$ cat src/rtl/banco_registradores8.sv
// banco_registradores8 - eight-word register bank (RAM8 stage).
// Each bit of carga loads one word. A write is accepted only when exactly
// one load line is high. Multi-hot patterns are rejected and raise a sticky
// error flag. The read path is registered with one cycle of latency. An
// accepted write to the word being read is forwarded directly to the output.
module banco_registradores8 #(
    parameter int LARGURA      = 16,
    parameter int LARGURA_CONT = 8
) (
    input  logic                    clk,
    input  logic                    reset,
    input  logic [7:0]              carga,
    input  logic [LARGURA-1:0]      dado_entrada,
    input  logic [2:0]              endereco_leitura,
    output logic [LARGURA-1:0]      dado_saida,
    output logic                    saida_valida,
    output logic                    erro_onehot,
    output logic [LARGURA_CONT-1:0] contagem_escritas
);

    localparam logic [LARGURA_CONT-1:0] CONT_MAX = {LARGURA_CONT{1'b1}};

    logic [LARGURA-1:0] registradores [8];
    logic [7:0]         escrito;

    logic carga_nao_nula;
    logic carga_unica;
    logic carga_multipla;
    logic bypass;

    // Classify the load pattern. A nonzero value with a single set bit is
    // one-hot. The expression x & (x - 1) is zero only when x has at most
    // one set bit.
    always_comb begin
        carga_nao_nula = |carga;
        carga_unica    = carga_nao_nula && ((carga & (carga - 8'd1)) == 8'd0);
        carga_multipla = carga_nao_nula && !carga_unica;
        bypass         = carga_unica && carga[endereco_leitura];
    end

    // Storage, written flags, error flag, counter and registered read port.
    always_ff @(posedge clk) begin
        if (reset) begin
            for (int i = 0; i < 8; i++) begin
                registradores[i] <= '0;
            end
            escrito           <= '0;
            dado_saida        <= '0;
            saida_valida      <= 1'b0;
            erro_onehot       <= 1'b0;
            contagem_escritas <= '0;
        end else begin
            if (carga_unica) begin
                for (int i = 0; i < 8; i++) begin
                    if (carga[i]) begin
                        registradores[i] <= dado_entrada;
                        escrito[i]       <= 1'b1;
                    end
                end
                if (contagem_escritas != CONT_MAX) begin
                    contagem_escritas <= contagem_escritas + 1'b1;
                end
            end

            if (carga_multipla) begin
                erro_onehot <= 1'b1;
            end

            if (bypass) begin
                dado_saida   <= dado_entrada;
                saida_valida <= 1'b1;
            end else begin
                dado_saida   <= registradores[endereco_leitura];
                saida_valida <= escrito[endereco_leitura];
            end
        end
    end

endmodule

$ cat config.mk
export PLATFORM = sky130hd
export DESIGN_NAME = banco_registradores8
export DESIGN_NICKNAME = d
export VERILOG_FILES = /design/src/rtl/banco_registradores8.sv
export SDC_FILE = /design/constraint.sdc
export NUM_CORES = 1
export LEC_CHECK = 0
export ABC_AREA = 1
export ABC_CLOCK_PERIOD_IN_PS = 2100
export CELL_PAD_IN_SITES_DETAIL_PLACEMENT = 1
export CELL_PAD_IN_SITES_GLOBAL_PLACEMENT = 1
export CORE_UTILIZATION = 35
export CTS_CLUSTER_DIAMETER = 50
export DETAILED_ROUTE_END_ITERATION = 10
export GPL_TIMING_DRIVEN = 0
export PLACE_DENSITY = 0.65
export SYNTH_ARGS = -nofsm -noshare
export SYNTH_HDL_FRONTEND = slang
export SYNTH_SLANG_ARGS = --single-unit
$ cat constraint.sdc
create_clock -name clk -period 2.1 [get_ports clk]
set_input_delay 0.42 -clock clk [delete_from_list [all_inputs] [get_ports clk]]
set_output_delay 0.42 -clock clk [all_outputs]
set_load 0.03 [all_outputs]
**Word-level counts from Yosys, hierarchy flattened**

Memory sizes are Yosys's and may differ from the RTL's.
Cells that the tools add are included.
W data, S select, Z words.

- Input bits: 29
- Register bits after elaboration: 34
- Memories: 1
- Logic and storage cells: 89
- Memory bits (writable): 128

Memory list:

| memory | words | width | read ports | clocked after memory_dff | write ports | RTL line | text |
|---|---|---|---|---|---|---|---|
| registradores | 8 | 16 | 1 | 0 | 8 | 23 | `logic [LARGURA-1:0] registradores [8];` |

- Equality and inequality tests: 1
- Bitwise gates (word level): 9
- Reduce and logical (&&, ||, !) cells: 15
- Magnitude comparators: 1
- Add/sub/neg operators: 2
- Multiplexer cells: 48

Operator list:

| cell | number |
|---|---|
| $mux W16 | 9 |
| $mux W1 | 37 |
| $reduce_and A2 Y1 | 9 |
| $add A8 B1 Y8 const B | 1 |
| $and A8 B8 Y8 | 1 |
| $logic_not A8 Y1 | 1 |
| $ne A8 B8 Y1 const B | 1 |
| $or A1 B1 Y1 | 8 |
| $reduce_or A8 Y1 | 1 |
| $sub A8 B1 Y8 const B | 1 |
| $bmux W1 S3 | 2 |
| $lt A3 B4 Y1 const B | 1 |
| $logic_and A1 B1 Y1 | 3 |
| $logic_not A1 Y1 | 1 |

**Logic depth before layout (Yosys ltp)**

- Word-level depth: 8
- Mapped depth: 11
- Mapped depth without buffers: 10

**Worst setup path after synthesis**

OpenSTA, ideal clock, no wires.

- Path type: input to register
- Start: input port carga[0]
- End: memory registradores[3][0], enable pin
- Arrival: 1804 ps
- Library setup time: 372 ps
- Stages on the path: 9
- Slack: -75 ps
- Path through: o21ai_0 -> nand2_1 -> nor2_1 -> nand3_2 -> nor2_8 -> buf_8 -> nand3_4 -> buf_6 -> nand2_1

RTL lines:

| item | RTL line | text |
|---|---|---|
| from (decl) | 12 | `input logic [7:0] carga,` |
| to (decl) | 23 |  |

**Worst setup path in the final report**

- Start: register contagem_escritas[2]
- End: output port contagem_escritas[2]

RTL lines:

| item | RTL line | text |
|---|---|---|
| from (decl) | 18 | `output logic [LARGURA_CONT-1:0] contagem_escritas` |
| from (signal assigned) | 61 | `contagem_escritas <= contagem_escritas + 1'b1;` |

No word-level cell between the ends.

==> results_dict.tcl <==
set metrics [dict create \
    status "complete, no violations" \
    pwr_density_cell_nw_per_um2 827 \
    yosysUniqueCellTypes 25 \
    synth.avg_cell_area_um2 9.43 \
    ys.flop_type "edfxtp_1" \
    dpl_cell_area_um2 8150 \
    max_freq_mhz 494 \
    initial_core_util 0.359 \
    synth_seq_cells 162 \
    setup-violations-final 0 \
    grt_pass1_vias 6430 \
    place_inst 1095 \
    seqCellArea_um2 4520 \
    drt_wl_total_mm 23.3 \
    cp_slowest_stage_delay_ns 0.73 \
    dieWidth_um 146 \
    critical_path.max_fanout 6 \
    fp.dieH_um 146 \
    fin_ws_ns 0.0749 \
    seq_area_frac_synth 0.621 \
    synth_top_area_cell "edfxtp_1" \
    globalRouteTotalUtil 0.230 \
    synth_area_um2 7290 \
    nNetsFinal 886 \
    grt_pass1_wl_mm 36.4 \
    postCtsHoldBufs 0 \
    stdcell_area_um2 9100 \
    busiest_layer "met2" \
    dp_hpwl_mm 16.3 \
    cts_buffer_depth 2 \
    preCtsSetupSlack_ns -1.40 \
    cts_tree "built" \
    synth-edff-count 128 \
    max_slew_margin 0.504 \
    num_antenna_cells 0 \
    via_count 5942 \
    finalMaxSlewViolations 0 \
    cts_max_level 4 \
    vdd_drop_max_v 0.000567 \
    min_period_ns 2.03 \
    rsz0062_at_grt "true" \
    post-synth-top-area-fraction 0.527 \
    core_um2 20300 \
    clk_latency_ns 0.43 \
    port_buffers 52 \
    antenna_left 0 \
    antenna_found_initial 0 \
    cts.sinks 162 \
    route.detailed.drc 0 \
    rows 52 \
    multi_input_area_um2 2590 \
    power.leakage_nw 3.50 \
    crit_buf_inv 1 \
    met1_usage 0.294 \
    path_delay_family "buffers and inverters" \
    drive_above_1_share 0.133 \
    maxCapViolations 0 \
    post-route-period-util 0.964 \
    die-area_um2 21400 \
    crit_chain "clkdlybuf4s50_1" \
    skew_ns 0.0118 \
    cts_root_buf "clkbuf_16" \
    synth.most_common_cell "nand2_1" \
    cts_buffers 17 \
    synth_cells 773 \
    detail_route.wl_per_cell_um 20.5 \
    hold_viol 0 \
    final.setup.tns_ns 0 \
    fill_cells 2309 \
    worst_slew_pin_slew_ns 0.743 \
    overflow 0 \
    viasPerCell 5.22 \
    grt_max_degree 19 \
    critPathLaunchType "register" \
    drt-initial-drc-count 345 \
    worstPathArrival_ns 1.61 \
    ios 55 \
    cts.clk_slew.worst_paths_ns 0.06 \
    gp_congestion 0.785 \
    crit_type "reg2out" \
    synth_commonest_cells "nand2_1 (204), edfxtp_1 (128), nand3_1 (109)" \
    synthTopCellsByArea "edfxtp_1 (53%), nand2_1 (11%), dfxtp_1 (9.3%), nand3_1 (7.5%), nor2_1 (5.6%)" \
    grt_use_met2 0.398 \
    holdCritPathClass "reg2reg" \
    drt_pass1_iterations 4 \
    yosys_warnings 0 \
    synth_nets 803 \
    slowest_stage "clkdlybuf4s50_1" \
    syn_to_final_growth_pct 24.9 \
    critical_path_required_ns 1.68 \
    grtUsageMet3 0.0366 \
    end_kind "output pin" \
    fin_cells 1139 \
    async_flop_share 0 \
]
## metrics by stage
stage | util | power (mW) | hold WS, ns
after CTS | 0.442 | 7.54 | 0.455
after detailed placement | 0.402 | 4.52 | 0.442
after global routing | 0.448 | 7.73 | 0.478
after global placement | 0.402 | 4.49 | 0.433
after floorplan | - | 4.18 | 0.427
final | 0.448 | 7.53 | 0.452
## power by group
part,internal (mW),switching [mW]
Sequential,3.65,0.0546
Combinational,0.252,0.548
Clock,1.76,1.27
## timing repair
action	4_1_cts	5_1_grt
cloned	1	1
pin swaps	2	3
endpoints found under the setup margin	192	154
endpoints found under the hold margin	0	0
resized for setup	49	34
setup buffers	6	5
## final timing paths
path	end	cells after the start	startpoint	slack, ns
worst max-delay path	contagem_escritas[2]	1	contagem_escritas[2]	0.07
worst max register to register	contagem_escritas[2]	7	contagem_escritas[0]	0.23
worst min-delay path	escrito[4]	2	escrito[4]	0.45
worst min register to register	escrito[4]	2	escrito[4]	0.45
## area by class of cell
cell class              count  area share
flip-flops and latches    162       0.497
multi-input cells         519       0.285
repair buffers             63      0.0665
clock buffers              25      0.0583
well taps                 270      0.0371
plain buffers              44      0.0315
inverters                  49      0.0202
clock inverters             7     0.00481
## flip-flops by register name (all words and copies together), names as in the netlist
| name | flops |
|---|---|
| registradores | 128 |
| dado_saida | 16 |
| contagem_escritas | 8 |
| escrito | 8 |
| erro_onehot | 1 |
| saida_valida | 1 |
## layer usage
metal  vias up  part of all wire
met5         -                 0
met4         0             0.016
met3        27             0.037
met2       126              0.51
met1      3009              0.44
li1       2780                 -
## cells in the final DEF (no fill, tap or decap), drive strengths merged, types with 3 or more instances in the layout
cell type / instances
inv: 49
dlygate4sd2: 4
a21oi: 38
clkinv: 7
edfxtp: 128
nand4: 24
nand2: 206
o21ai: 5
clkbuf: 46
dfxtp: 34
clkdlybuf4s50: 44
nor2: 121
nand3: 118
xor2: 3
buf: 36
## cell families after synthesis
kind of cell	share of synthesized area
simple gates	0.284
flops	0.621
buf+inv	0.0571
compound gates	0.0311
xor+xnor	0.00601
fa+ha+maj	0.00172
(Power assumes the default switching activity.)
